[config.mk]
export PLATFORM = sky130hd
export DESIGN_NAME = uart_cmd_parser
export DESIGN_NICKNAME = d
export VERILOG_FILES = /design/src/rtl/uart_cmd_parser.sv
export SDC_FILE = /design/constraint.sdc
export NUM_CORES = 1
export LEC_CHECK = 0
export CAP_MARGIN = 20
export CORE_UTILIZATION = 30
export CTS_CLUSTER_SIZE = 24
export DETAILED_ROUTE_END_ITERATION = 8
export GPL_TIMING_DRIVEN = 0
export PLACE_DENSITY = 0.57
export SKIP_CTS_REPAIR_TIMING = 1
export SLEW_MARGIN = 30
export SYNTH_ARGS = -nofsm -noshare
export SYNTH_HDL_FRONTEND = slang
export SYNTH_SLANG_ARGS = --single-unit
[constraint.sdc]
create_clock -name clk -period 4.4 [get_ports clk]
set_input_delay 0.88 -clock clk [delete_from_list [all_inputs] [get_ports clk]]
set_output_delay 0.88 -clock clk [all_outputs]
set_load 0.02 [all_outputs]
[src/rtl/uart_cmd_parser.sv]
// uart_cmd_parser
//
// Frames a four-byte ASCII command ("ddd" + op letter) received from a UART
// byte receiver and presents it as a binary operand plus op code on a
// valid/ready handshake. Malformed bytes, bytes arriving while a frame is
// still waiting, and stalls between bytes inside a frame are reported on a
// one-cycle error pulse with a sticky error code.
//
// Ports:
//   clk          system clock
//   reset        synchronous, active-high reset
//   rx_data      received byte, meaningful only while rx_valid=1
//   rx_valid     one-cycle strobe per received byte
//   cmd_operand  binary operand 0..999
//   cmd_op       0=sin, 1=cos, 2=sqrt, 3=prime
//   cmd_valid    frame available
//   cmd_ready    consumer accepts the frame
//   frame_err    one-cycle pulse per error
//   err_code     0=overrun, 1=bad digit, 2=bad op, 3=timeout (held until next error)
//   busy         high whenever a frame is in progress or waiting
module uart_cmd_parser #(
  parameter int unsigned TIMEOUT_CYCLES = 100000000,
  parameter int unsigned CNT_W          = 27
) (
  input  logic        clk,
  input  logic        reset,
  input  logic [7:0]  rx_data,
  input  logic        rx_valid,
  output logic [9:0]  cmd_operand,
  output logic [1:0]  cmd_op,
  output logic        cmd_valid,
  input  logic        cmd_ready,
  output logic        frame_err,
  output logic [1:0]  err_code,
  output logic        busy
);

  typedef enum logic [2:0] {
    StD0,
    StD1,
    StD2,
    StOp,
    StHold
  } state_e;

  localparam logic [7:0] ChCr  = 8'h0D;
  localparam logic [7:0] ChLf  = 8'h0A;
  localparam logic [7:0] ChEsc = 8'h1B;

  localparam logic [1:0] ErrOverrun  = 2'd0;
  localparam logic [1:0] ErrBadDigit = 2'd1;
  localparam logic [1:0] ErrBadOp    = 2'd2;
  localparam logic [1:0] ErrTimeout  = 2'd3;

  state_e           state_q, state_d;
  logic [9:0]       acc_q, acc_d;
  logic [CNT_W-1:0] cnt_q, cnt_d;
  logic [9:0]       operand_q, operand_d;
  logic [1:0]       op_q, op_d;
  logic             frame_err_q, frame_err_d;
  logic [1:0]       err_code_q, err_code_d;

  logic       is_digit;
  logic [9:0] digit_val;
  logic       counting;
  logic       expire;

  assign is_digit  = (rx_data >= 8'h30) && (rx_data <= 8'h39);
  // Lower nibble of '0'..'9' is the digit value.
  assign digit_val = {6'b0, rx_data[3:0]};
  assign counting  = (state_q == StD1) || (state_q == StD2) || (state_q == StOp);
  // The pulse is registered, so fire on the cycle the counter would step onto
  // TIMEOUT_CYCLES-1; a byte in that same cycle wins over the timeout.
  assign expire    = counting && !rx_valid &&
                     ((32'(cnt_q) + 32'd1) >= (TIMEOUT_CYCLES - 32'd1));

  always_comb begin
    state_d     = state_q;
    acc_d       = acc_q;
    operand_d   = operand_q;
    op_d        = op_q;
    frame_err_d = 1'b0;
    err_code_d  = err_code_q;
    cnt_d       = (counting && !rx_valid && !expire) ? cnt_q + 1'b1 : '0;

    unique case (state_q)
      StD0: begin
        if (rx_valid) begin
          if (is_digit) begin
            acc_d   = digit_val;
            state_d = StD1;
          end else if (!(rx_data == ChCr || rx_data == ChLf || rx_data == ChEsc)) begin
            frame_err_d = 1'b1;
            err_code_d  = ErrBadDigit;
          end
        end
      end

      StD1, StD2: begin
        if (rx_valid) begin
          if (is_digit) begin
            acc_d   = acc_q * 10'd10 + digit_val;
            state_d = (state_q == StD1) ? StD2 : StOp;
          end else begin
            if (rx_data != ChEsc) begin
              frame_err_d = 1'b1;
              err_code_d  = ErrBadDigit;
            end
            acc_d   = '0;
            state_d = StD0;
          end
        end else if (expire) begin
          frame_err_d = 1'b1;
          err_code_d  = ErrTimeout;
          acc_d       = '0;
          state_d     = StD0;
        end
      end

      StOp: begin
        if (rx_valid) begin
          state_d = StHold;
          case (rx_data)
            8'h73:   op_d = 2'd0;
            8'h63:   op_d = 2'd1;
            8'h72:   op_d = 2'd2;
            8'h61:   op_d = 2'd3;
            default: begin
              op_d    = op_q;
              state_d = StD0;
            end
          endcase
          if (state_d == StHold) begin
            operand_d = acc_q;
          end else begin
            if (rx_data != ChEsc) begin
              frame_err_d = 1'b1;
              err_code_d  = ErrBadOp;
            end
            acc_d = '0;
          end
        end else if (expire) begin
          frame_err_d = 1'b1;
          err_code_d  = ErrTimeout;
          acc_d       = '0;
          state_d     = StD0;
        end
      end

      StHold: begin
        // Bytes are dropped while a frame is outstanding, even on the
        // handshake cycle itself.
        if (rx_valid) begin
          frame_err_d = 1'b1;
          err_code_d  = ErrOverrun;
        end
        if (cmd_ready) begin
          acc_d   = '0;
          state_d = StD0;
        end
      end

      default: begin
        acc_d   = '0;
        state_d = StD0;
      end
    endcase
  end

  always_ff @(posedge clk) begin
    if (reset) begin
      state_q     <= StD0;
      acc_q       <= '0;
      cnt_q       <= '0;
      operand_q   <= '0;
      op_q        <= '0;
      frame_err_q <= 1'b0;
      err_code_q  <= '0;
    end else begin
      state_q     <= state_d;
      acc_q       <= acc_d;
      cnt_q       <= cnt_d;
      operand_q   <= operand_d;
      op_q        <= op_d;
      frame_err_q <= frame_err_d;
      err_code_q  <= err_code_d;
    end
  end

  assign cmd_operand = operand_q;
  assign cmd_op      = op_q;
  assign cmd_valid   = (state_q == StHold);
  assign frame_err   = frame_err_q;
  assign err_code    = err_code_q;
  assign busy        = (state_q != StD0);

endmodule

==> flow_metrics.py, run 1 <==
metrics = {
    "die": {
        "dieArea_um2": 11900,
        "initial_core_util_pct": 31.3,
        "die_w_um": 109,
        "ios": 29,
        "rows": 38,
        "core-area_um2": 11000,
        "die_y_um": 109,
    },
    "clock_network": {
        "path_clk_slew_ps": 70,
        "cts_buffers": 5,
        "cts-root-buf": "clkbuf_16",
        "cts_max_level": 2,
        "clock_latency_ps": 300,
        "tritoncts": "done",
        "clock-sinks": 55,
        "clockBufferDepth": 2,
    },
    "place": {
        "gp_congestion": 0.803,
        "placedCellCount": 577,
        "place_hpwl_mm": 5.72,
        "io_buffers": 27,
    },
    "final_layout": {
        "drive_gt1_share_pct": 6.29,
        "n_fill_cell": 1145,
        "antenna_cells": 0,
        "instances_no_fill": 585,
        "area_growth_pct": 18.7,
        "fin_nets": 474,
    },
    "setup_path": {
        "worstPathRequired_ps": 4570,
        "arrival_ps": 3700,
        "cp_max_fo": 10,
        "end_kind": "flop",
        "start_kind": "input port",
        "crit_type": "input port to flop",
    },
    "synth": {
        "yosysWarnings": 0,
        "synth_common_cells": "dfxtp_1 (55), nor2_1 (51), nand2_1 (28)",
        "synth-edff-count": 0,
        "synth_seq_cells": 55,
        "yosys_most_used_dff": "dfxtp_1",
        "synthCells": 410,
        "synthTopCellsByArea": "dfxtp_1 (32%), xnor2_1 (5.9%), ha_1 (5.8%)",
        "netlist_area_um2": 3430,
        "async_reset_ff_share_pct": 0,
        "ys_types": 64,
        "ys_seq_area_share_pct": 32.1,
        "yosysMostFrequentCell": "dfxtp_1",
        "synth_area_per_cell_um2": 8.37,
        "yosysTopAreaCellShare_pct": 32.1,
        "syn_nets": 440,
        "synth_top_area_cell": "dfxtp_1",
    },
    "sta": {
        "relSlewSlack_pct": 42.6,
        "period_minus_slack_ps": 3530,
        "skew_ps": 11.8,
        "slew_violations": 0,
        "finalSetupViolCount": 0,
        "tns_ps": 0,
        "rsz0062_at_grt": "no",
        "tightestPinTransition_ps": 855,
        "fmax_mhz": 283,
        "hold_viol": 0,
        "timing.final.crit_share_pct": 80.3,
    },
    "routing": {
        "drc": 0,
        "wl_per_cell_um": 13.4,
        "via_per_inst": 5.09,
        "dr.pass1.iters": 4,
        "vias": 2975,
        "totalWireLength_mm": 7.82,
        "ant_nets": 0,
        "dr.first_iter.drc_count": 117,
    },
    "global_routing": {
        "grt_use_met2_pct": 24.8,
        "track_usage_pct": 14.2,
        "overflow": 0,
        "grt-busiest-layer": "met2",
        "grt_pass1_vias": 2901,
        "grt_pass1_wl_mm": 13.5,
        "grt_use_met3_pct": 2.45,
        "antenna_found_initial": 0,
        "grtUsageMet1_pct": 17.7,
        "grt_max_degree": 17,
    },
    "worst_hold_path": {
        "hold_path.class": "flop to flop",
    },
    "power_and_ir_drop": {
        "p_per_area_nw_per_um2": 263,
        "leakage_nw": 1.44,
        "power_mw": 1.07,
        "peakVddDrop_v": 0.000147,
    },
    "run": {
        "drv_cap": 0,
    },
    "run_status": {
        "status": "complete, no violations",
    },
}
==> per-stage QoR <==
step / setup slack, ps / hold WS, ps / utilization [%] / cell area, um^2
global route: 604 / 497 / 37.1 / 4070
global placement: 642 / 446 / 35.3 / 3880
CTS: 862 / 458 / 37.1 / 4070
finish: 868 / 455 / 37.1 / 4070
detailed placement: 528 / 447 / 35.4 / 3880
floorplan: 1710 / 435 / - / 3430
==> cells by family after synthesis <==
logic type,count (synthesis),share of synthesized area [%]
and+or+nand+nor,167,26.3
AOI/OAI and AO/OA,74,15.7
DFF,55,32.1
buffers and inverters,43,4.92
xor gates and xnor gates,38,9.69
adders and majority gates,19,7.29
muxes,14,4.08
==> cell usage in the layout, fill, tap and decap left out, types with 3 or more instances in the layout <==
master and n:
dfxtp_1 55, nor2_1 51, nand2_1 28, clkdlybuf4s50_1 27, inv_1 26, xnor2_1 23, a21oi_1 21, ha_1 16
xor2_1 15, mux2i_1 14, nand3_1 12, clkbuf_1 11, nor3_1 10, o21ai_0 9, nor4_1 8, and3_1 8
nand4_1 7, buf_2 6, a21o_1 6, nor2b_1 5, o21ai_1 5, clkbuf_16 5, nand4b_1 4, nor4b_1 4
a311oi_1 4, o22ai_1 4, and2_1 3, nor3b_1 3, nand2b_1 3
==> per-layer routing <==
| metal | wire [um] | vias to the layer above |
|---|---|---|
| li1 | - | 1524 |
| met1 | 3680 | 1396 |
| met2 | 3790 | 42 |
| met3 | 246 | 13 |
| met4 | 99 | 0 |
| met5 | 0 | - |
==> sequential cells by signal, indices dropped and copies added (netlist names) <==
register     flops
frame_err        1
state_q          3
cmd_operand     10
cnt_q           27
acc_q           10
cmd_op           2
err_code         2
==> final timing paths <==
check / from / end / slack [ps] / cells after the start
worst max-delay path: rx_data[2] / cmd_operand[8] / 870 / 7
worst min-delay path: acc_q[9] / acc_q[9] / 450 / 2
worst max register to register: cnt_q[0] / cnt_q[6] / 1020 / 11
worst min register to register: acc_q[9] / acc_q[9] / 450 / 2
==> cell type report <==
class,instances,area [um^2],area share [%]
Multi-Input combinational cell,312,2170,53.3
Sequential cell,55,1100,27.0
Timing Repair Buffer,27,270,6.63
Tap cell,140,175,4.30
Clock buffer,6,129,3.16
Inverter,26,97.6,2.40
Buffer,17,71.3,1.75
Clock inverter,2,60.1,1.47
==> power breakdown <==
| part | total (mW) | switching, mW | internal (mW) |
|---|---|---|---|
| clock | 0.514 | 0.187 | 0.327 |
| combinational | 0.0546 | 0.0310 | 0.0235 |
| sequential | 0.501 | 0.00165 | 0.500 |
==> critical path, stage by stage <==
cell and delay (ps):
clkdlybuf4s50_1 580, nor4b_1 520, nand4_1 250, nor2_1 500, clkbuf_1 630, mux2i_1 270, nor2_1 50
(Power assumes the default switching activity.)
==> run 2: changes to the inputs <==
PLACE_DENSITY = 0.59   (was 0.57)
clock period = 2.9 ns   (was 4.4 ns; I/O delays follow)
==> flow_metrics.py, run 2 (synthesis gave the netlist of run 1 again) <==
metrics = {
    "run_status": {
        "status": "complete, no violations",
    },
    "final_layout": {
        "regArea_um2": 1120,
        "largest_register_ffs": 27,
        "multi_input_area_um2": 2290,
        "area_growth_pct": 25.9,
        "final_common_cell": "nor2_1",
        "largest-register": "cnt_q",
        "n_fill_cell": 1065,
        "antenna_cells": 0,
        "layout_common_cells": "nor2_1 (50), dfxtp_1 (46), clkdlybuf4s50_1 (27), inv_1 (26), nand2_1 (26)",
        "drive_gt1_share_pct": 15.5,
        "fin_nets": 482,
    },
    "global_routing": {
        "overflow": 0,
        "track_usage_pct": 14.1,
        "grt_pass1_vias": 2855,
        "antenna_found_initial": 0,
        "grt_pass1_wl_mm": 13.5,
        "grt_max_degree": 17,
    },
    "routing": {
        "dr.first_iter.drc_count": 82,
        "drc": 0,
        "wl_per_cell_um": 13.8,
        "via_per_inst": 5.13,
        "vias": 3042,
        "dr.pass1.iters": 4,
        "totalWireLength_mm": 8.20,
        "ant_nets": 0,
    },
    "setup_path": {
        "arrival_ps": 3060,
        "end_kind": "flop",
        "start_kind": "flop",
        "worstPathRequired_ps": 3120,
        "crit_type": "flop to flop",
        "cp_max_fo": 10,
    },
    "place": {
        "io_buffers": 27,
        "place_hpwl_mm": 5.84,
        "gp_congestion": 0.827,
    },
    "sta": {
        "hold_viol": 0,
        "timing.final.crit_share_pct": 98.0,
        "period_minus_slack_ps": 2840,
        "relSlewSlack_pct": 38.8,
        "finalSetupViolCount": 0,
        "fmax_mhz": 352,
        "tightestPinTransition_ps": 910,
        "worst_hold_slack_ps": 457,
        "slew_violations": 0,
        "skew_ps": 7.21,
    },
    "clock_network": {
        "clockBufferDepth": 2,
        "clock-sinks": 55,
        "clock_latency_ps": 290,
        "cts_buffers": 5,
        "path_clk_slew_ps": 70,
        "tritoncts": "done",
        "cts_max_level": 2,
        "cts-root-buf": "clkbuf_16",
    },
    "power_and_ir_drop": {
        "p_per_area_nw_per_um2": 361,
        "peakVddDrop_v": 0.000243,
        "power_mw": 1.56,
        "leakage_nw": 1.56,
    },
    "die": {
        "die_y_um": 109,
        "die_w_um": 109,
        "core-area_um2": 11000,
        "initial_core_util_pct": 31.3,
        "dieArea_um2": 11900,
        "ios": 29,
        "rows": 38,
    },
    "run": {
        "drv_cap": 0,
    },
    "worst_hold_path": {
        "hold_path.class": "flop to flop",
    },
}
==> run 2: cell types whose count changed in the layout (fill, tap and decap cells not counted), sizes merged <==
cell    change
clkbuf      -5
bufinv      -1
buf        +13
clkinv      +1
==> run 2: cell type report <==
cell class / count / area share [%]
Inverter: 26 / 2.26
Buffer: 14 / 1.88
Multi-Input combinational cell: 312 / 53.1
Clock buffer: 6 / 3.21
Clock inverter: 2 / 0.811
Sequential cell: 55 / 25.9
Tap cell: 140 / 4.05
Timing Repair Buffer: 38 / 8.83
==> run 2: per-layer routing <==
| metal | routed length (um) | vias up | part of all wire [%] | GRT usage [%] |
|---|---|---|---|---|
| met5 | 0 | - | 0 | 0 |
| met2 | 4090 | 45 | 50 | 24.2 |
| met4 | 65 | 0 | 0.79 | 2.70 |
| met1 | 3800 | 1444 | 46 | 18.4 |
| met3 | 246 | 7 | 3.0 | 2.63 |
| li1 | - | 1546 | - | - |
==> run 2: worst paths after layout <==
path / start / endpoint / slack [ps] / cells after the start
worst max-delay path: cnt_q[16] / acc_q[3] / 60 / 10
worst min-delay path: acc_q[9] / acc_q[9] / 460 / 2
worst max register to register: cnt_q[16] / acc_q[3] / 60 / 10
worst min register to register: acc_q[9] / acc_q[9] / 460 / 2
==> run 2: worst max-delay path, stage by stage (launching register included) <==
cell and delay [ps]:
dfxtp_1 430, nand4_1 240, or3_4 420, or3_4 360, mux2i_2 230, o2111ai_2 210
o221ai_4 350, buf_12 150, a21oi_4 60, buf_12 190, o22ai_1 140
==> run 2: stage by stage <==
stage	setup slack (ps)	area, um^2	cells	TNS (ps)	utilization (%)
finish	58.9	4320	593	0	39.3
global route	-50.7	4320	593	-324	39.3
CTS	-581	4060	585	-20570	37.0
detailed placement	-605	3880	577	-22490	35.4
global placement	-554	3880	577	-18670	35.3
floorplan	206	3430	410	0	-
==> run 2: report_power, final <==
group	internal [mW]	switching, mW	leakage (nW)
Combinational	0.0435	0.0499	1.02
Sequential	0.756	0.00270	0.449
Clock	0.430	0.280	0.0868
==> run 3: changes to the inputs <==
CTS_BUF_LIST = sky130_fd_sc_hd__clkbuf_8 sky130_fd_sc_hd__clkbuf_16   (was unset)
==> results of run 3 <==
The final DEF is identical to that of run 2; final timing and power are the same.
==> edit 1: new RTL, settings of run 2 <==
Put one more register stage on the output `err_code`, cleared by the reset. The value now appears one clock later. The other outputs are not delayed to match.
--- a/src/rtl/uart_cmd_parser.sv
+++ b/src/rtl/uart_cmd_parser.sv
@@ -192,5 +192,11 @@
   assign cmd_valid   = (state_q == StHold);
   assign frame_err   = frame_err_q;
-  assign err_code    = err_code_q;
+  always_ff @(posedge clk) begin
+    if (reset) begin
+      err_code <= '0;
+    end else begin
+      err_code <= err_code_q;
+    end
+  end
   assign busy        = (state_q != StD0);
 
Function: changed (a bounded check fails within 4 cycles, from zero or initial values and one cycle with reset high).
==> edit 1 against run 2 <==
Fmax grew 1.9%. Wire length fell by 1.5%. Critical path depth increased by 1. Sequential cell count grew 2. Clock power increased by 3%. Design area shrank 2.0%. Total power up 2.4%. Core utilization down 0.45 points. Area after synthesis down 1.8%. Combinational power fell by 12%. Sequential power up 3.8%. Setup slack gained 52 ps. Clock skew increased by 4.8 ps. Critical path type unchanged.
==> edit 1: results (changes against run 2) <==
The layout net count was 488 (was 482). The root cell of the clock tree was clkbuf_8 (was clkbuf_16). Net count after synthesis: 430 (was 440). The run finished with clean final reports. For the number of different library cells in the post-synthesis netlist, the log shows 54 (was 64). The tools report the half-perimeter wire length of the detailed placement result as 5650 µm (was 5840 µm). The run gives 3 (was 2) as the number of H-tree levels. Highest ir drop seen on vdd: 211 µV (was 243 µV). The delay of the slowest cell on the worst path was 410 ps (was 430 ps).

The pre-CTS worst setup slack came out at -529 ps (was -605 ps). The final weighted congestion in routability-driven placement was 0.831 (was 0.827). The total track usage came out at 14.0% (was 14.1%). The critical path's top delay family was compound AO/OA/AOI/OAI gates (was simple AND/OR/NAND/NOR gates).

Standard cell with the maximum stage delay on the critical path: nor4_4 (was dfxtp_1). The number of DRC markers in iteration 0 was 88 (was 82). For the post-layout instance count excluding filler cells, the log shows 603 (was 593). The run gives 0.00380 mm² (was 0.00388 mm²) as the cell area after placement. The launch point of the worst path was cnt_q[1] (was cnt_q[16]).

The run gives 9 (was 5) as the number of CTS-inserted buffers. The run gives 33.9% (was 32.1%) as the post-synthesis sequential area ratio. The via count is 3024 (was 3042). The instance count after placement with tap cells included was 565 (was 577); the number of slew-limit violations in the final report was 0 (unchanged).

The tools report the detailed-routing iteration count for the pre-antenna-repair pass as 5 (was 4). Top area cells in the synthesized netlist: dfxtp_1, ha_1, xor2_1, nor2_1, xnor2_1 (was dfxtp_1, xnor2_1, ha_1, nor2_1, mux2i_1). The relative slew slack was 64.6% (was 38.8%). The logs give 330 ps (was 290 ps) for the clock latency at the later pin of the worst-skew pair and 13100 µm (was 13500 µm) for the global-route wire length before repair. The internal portion of total power is 1.24 mW (was 1.23 mW), and the number of global-route vias before repair is 2791 (was 2855).

The synthesized area per cell came out at 8.43 µm² (was 8.37 µm²). Last element of the critical path: acc_q[9] (was acc_q[3]). Most used standard cells in the synthesized netlist: dfxtp_1, nor2_1, nand2_1 (unchanged). Leakage component of the power: 1.60 nW (was 1.56 nW).

For the overall routed net length, the log shows 8080 µm (was 8200 µm). The tools report the arrival time reported for the critical path endpoint as 3010 ps (was 3060 ps). The highest fanout seen on the critical path is 8 (was 10), and the largest net degree at the start of global routing is 11 (was 17). The setup slack of the critical path after layout was 111 ps (was 58.9 ps).

The sink of the worst hold path was cmd_operand[5] (was acc_q[9]). The tools report the hold path startpoint as cmd_operand[5] (was acc_q[9]). The worst hold slack after final layout was 450 ps (was 457 ps).
## edit 1: cell types whose count changed after synthesis, moves of 6 or more
cell	before	now
nand2_1	28	45
inv_1	26	12
mux2i_1	14	3
nand3_1	12	19
a21oi_1	21	27
a22o_1	0	6
and3_1	8	2
xor2_1	15	21
## edit 1: cell type report
class                           instances  area, µm²
Multi-Input combinational cell        313       2170
Sequential cell                        57       1150
Fill cell                            1085       6650
Inverter                               12       45.0
Timing Repair Buffer                   45        403
Tap cell                              140        175
Clock buffer                           13        149
Buffer                                 20        104
Clock inverter                          3       40.0
## edit 1: worst register-to-register path: cells and delay by family (launching register included)
family / cells / cell delay (ps)
compound gates: 4 / 1070
buf+inv: 2 / 310
simple gates: 3 / 630
xor+xnor: 1 / 180
flops: 1 / 350
fa+ha+maj: 1 / 150
## edit 1: power groups by stage
stage                     logic, mW  clock network (mW)  registers, mW
after detailed placement     0.0769                   0          0.807
final                        0.0818               0.730          0.788
after CTS                    0.0772               0.747          0.789
after floorplan              0.0426                   0          0.808
after global placement       0.0759                   0          0.807
after global routing         0.0903               0.793          0.788
## edit 1: routing by layer
| metal | up-vias | share of wire (%) | GRT usage, % |
|---|---|---|---|
| met4 | 0 | 0.85 | 4.11 |
| met2 | 49 | 49 | 23.8 |
| met5 | - | 0 | 0 |
| met3 | 7 | 3.0 | 2.71 |
| li1 | 1542 | - | - |
| met1 | 1426 | 48 | 17.9 |
## edit 1: logic make-up (layout without fill, tap and decap cells)
kind of cell,Yosys count,in the layout,synth area share (%)
buffers and inverters,32,93,4.08
adder cells (fa/ha/maj),18,18,7.13
XOR/XNOR,41,41,10.7
AO/OA/AOI/OAI,72,74,15.1
AND/OR/NAND/NOR,177,177,28.3
flip-flops,57,57,33.9
multiplexers,3,3,0.891
==> edit 2: new RTL, config.mk and constraints of run 2 <==
Made on the original files. Change the parameter `CNT_W` from 27 to 54.
--- a/src/rtl/uart_cmd_parser.sv
+++ b/src/rtl/uart_cmd_parser.sv
@@ -21,5 +21,5 @@
 module uart_cmd_parser #(
   parameter int unsigned TIMEOUT_CYCLES = 100000000,
-  parameter int unsigned CNT_W          = 27
+  parameter int unsigned CNT_W          = 54
 ) (
   input  logic        clk,
Formal check against the unedited RTL: same outputs for any inputs over 4 cycles, from zero or initial values and one cycle with reset high; that may be too few to reach the edited logic, so the function may still have changed.
==> edit 2 against run 2 <==
Wire length is 0.73% higher. Count of clock-buffer cells in the layout is 3 higher. Largest cell class unchanged. Die area is 1.9% higher. Sequential cell count is 5 higher. Total power is 27% higher. Synthesized cell count is 6.8% higher. Setup slack worse by 49 ps. Design area is 7.1% higher. Area after synthesis is 1.9% higher. Highest routed layer unchanged.
==> edit 2: results (changes against run 2) <==
Top area cells in the synthesized netlist: dfxtp_1, xnor2_1, nand2_1, ha_1, nor2_1 (was dfxtp_1, xnor2_1, ha_1, nor2_1, mux2i_1). The switching share of power works out to 22.1% (was 21.3%). The highest ir drop seen on vdd was 239 µV (was 243 µV).

The fraction of registers with async set/reset is 0% (unchanged). The number of CTS-inserted buffers is 9 (was 5), and the count of yosys warnings during synthesis is 0 (unchanged). The total track usage came out at 14.3% (was 14.1%). The post-layout instance count excluding filler cells is 643 (was 593), and the clock edge transition at the registers on the reported setup and hold paths is 50 ps (was 70 ps).

The run gives 3100 ps (was 3060 ps) as the arrival time reported for the critical path endpoint. The layout net count was 525 (was 482); the initial antenna violation count was 0 (unchanged). Share of the synthesized area in compound gates (AO/OA/AOI/OAI): 14.3% (was 15.7%).

The global-route wire length before repair came out at 13600 µm (was 13500 µm). The post-detailed-route via-to-cell ratio is 5.01 (was 5.13), and the maximum buffer depth of the clock tree is 2 (unchanged). The clock latency at the later pin of the worst-skew pair is 330 ps (was 290 ps), and the leakage component of the power is 1.65 nW (was 1.56 nW). The run finished with clean final reports. The worst setup skew after layout came out at 4.93 ps (was 7.21 ps). The critical path's top delay family was simple AND/OR/NAND/NOR gates (unchanged). Kind of launch point of the worst setup path: a flop (unchanged). Most used standard cells in the synthesized netlist: dfxtp_1, nand2_1, nor2_1 (was dfxtp_1, nor2_1, nand2_1). The post-synthesis xor/xnor area fraction works out to 10.0% (was 9.69%). The number of global-route vias before repair was 2970 (was 2855); the post-synthesis sequential area ratio was 34.3% (was 32.1%).

The run gives 5910 µm (was 5840 µm) as the half-perimeter wire length of the detailed placement result. The origin of the critical flop-to-flop path was cnt_q[8] (was cnt_q[16]). Port buffer count: 27 (unchanged).

The largest net degree at the start of global routing was 13 (was 17). The standard cell with the maximum stage delay on the critical path is or4_4 (was dfxtp_1). The number of H-tree levels is 3 (was 2), and the synthesized netlist cell count is 438 (was 410).

The share of synthesized area spent on multiplexers was 1.18% (was 4.08%); the pre-CTS worst setup slack was -387 ps (was -605 ps). The share of layout cells above drive strength 1 works out to 18.6% (was 15.5%). The highest fanout seen on the critical path was 7 (was 10).

Final weighted congestion in routability-driven placement: 0.834 (was 0.827). Delay of the slowest cell on the worst path: 560 ps (was 430 ps). The path category of the worst min-delay check is flop to flop (unchanged).

The instance count after placement with tap cells included was 612 (was 577); the routed length per placed instance was 12.8 µm (was 13.8 µm). The slew at the pin closest to its max-slew limit was 663 ps (was 910 ps). The tools report the root cell of the clock tree as clkbuf_16 (unchanged).

Hold path startpoint: cmd_operand[1] (was acc_q[9]). The number of different library cells in the post-synthesis netlist was 55 (was 64); the detailed-routing iteration count for the pre-antenna-repair pass was 6 (was 4). The post-synthesis share of cell area spent on full adders, half adders and majority gates came out at 6.87% (was 7.29%). The final antenna diode count was 0 (unchanged). The register ranked first by flip-flop count is cnt_q (unchanged). The number of DRC markers in iteration 0 came out at 126 (was 82). The flip-flop count of the largest register, all copies and words added is 32 (was 27).

The tools report the fill cell instance count of the final layout as 1111 (was 1065).
==> edit 2: path summary, 6_finish.rpt <==
path / endpoint / slack (ps) / cells after the start
hold reg to reg: cmd_operand[1] / 450 / 2
setup reg to reg: cnt_q[7] / 10 / 10
hold / removal: cmd_operand[1] / 450 / 2
setup / recovery: cnt_q[7] / 10 / 10
==> edit 2: layer usage <==
| layer | share of wire, % | GRT usage (%) | routed length [µm] | vias up |
|---|---|---|---|---|
| met5 | 0 | 0 | 0 | - |
| met4 | 1.9 | 6.38 | 160 | 0 |
| met3 | 3.4 | 3.00 | 280 | 16 |
| met2 | 48 | 23.1 | 4000 | 55 |
| met1 | 46 | 18.2 | 3820 | 1502 |
| li1 | - | - | - | 1646 |
==> edit 2: through the flow <==
| stage | hold slack, ps | cell area [µm²] | utilization, % |
|---|---|---|---|
| detailed placement | 449 | 3960 | 34.9 |
| floorplan | 435 | 3510 | - |
| global placement | 444 | 3960 | 34.9 |
| finish | 451 | 4630 | 40.7 |
| global route | 478 | 4630 | 40.7 |
| CTS | 455 | 4260 | 37.5 |
==> edit 2: power groups by stage <==
stage	registers (mW)	clock network (mW)	logic (mW)
6_report	0.837	1.05	0.0914
5_1_grt	0.838	1.11	0.103
4_1_cts	0.839	1.07	0.0875
3_5_place_dp	0.857	0	0.0870
3_3_place_gp	0.857	0	0.0862
2_1_floorplan	0.859	0	0.0457
==> edit 2: cells by family after synthesis <==
group,Yosys count
DFF,60
xor gates and xnor gates,40
muxes,4
buffers and inverters,45
AOI/OAI and AO/OA,79
other,1
adders and majority gates,18
and+or+nand+nor,191
==> edit 2: final cells by class <==
cell class / count / area [µm²] / area share [%]
multi-input cells: 337 / 2290 / 49.4
inverters: 26 / 97.6 / 2.11
plain buffers: 16 / 121 / 2.62
clock inverters: 7 / 76.3 / 1.65
well taps: 143 / 179 / 3.87
repair buffers: 45 / 423 / 9.14
flip-flops and latches: 60 / 1220 / 26.3
clock buffers: 9 / 225 / 4.87
==> edit 2: worst reg2reg max path, cell delays in order (launching register included) <==
cell       delay [ps]
dfxtp_2           320
buf_6             120
nand4_4           120
or2_4             270
or4_4             560
xor2_2            170
or4_4             500
a211oi_4          280
or3_4             250
clkbuf_16         170
nor2_2             30
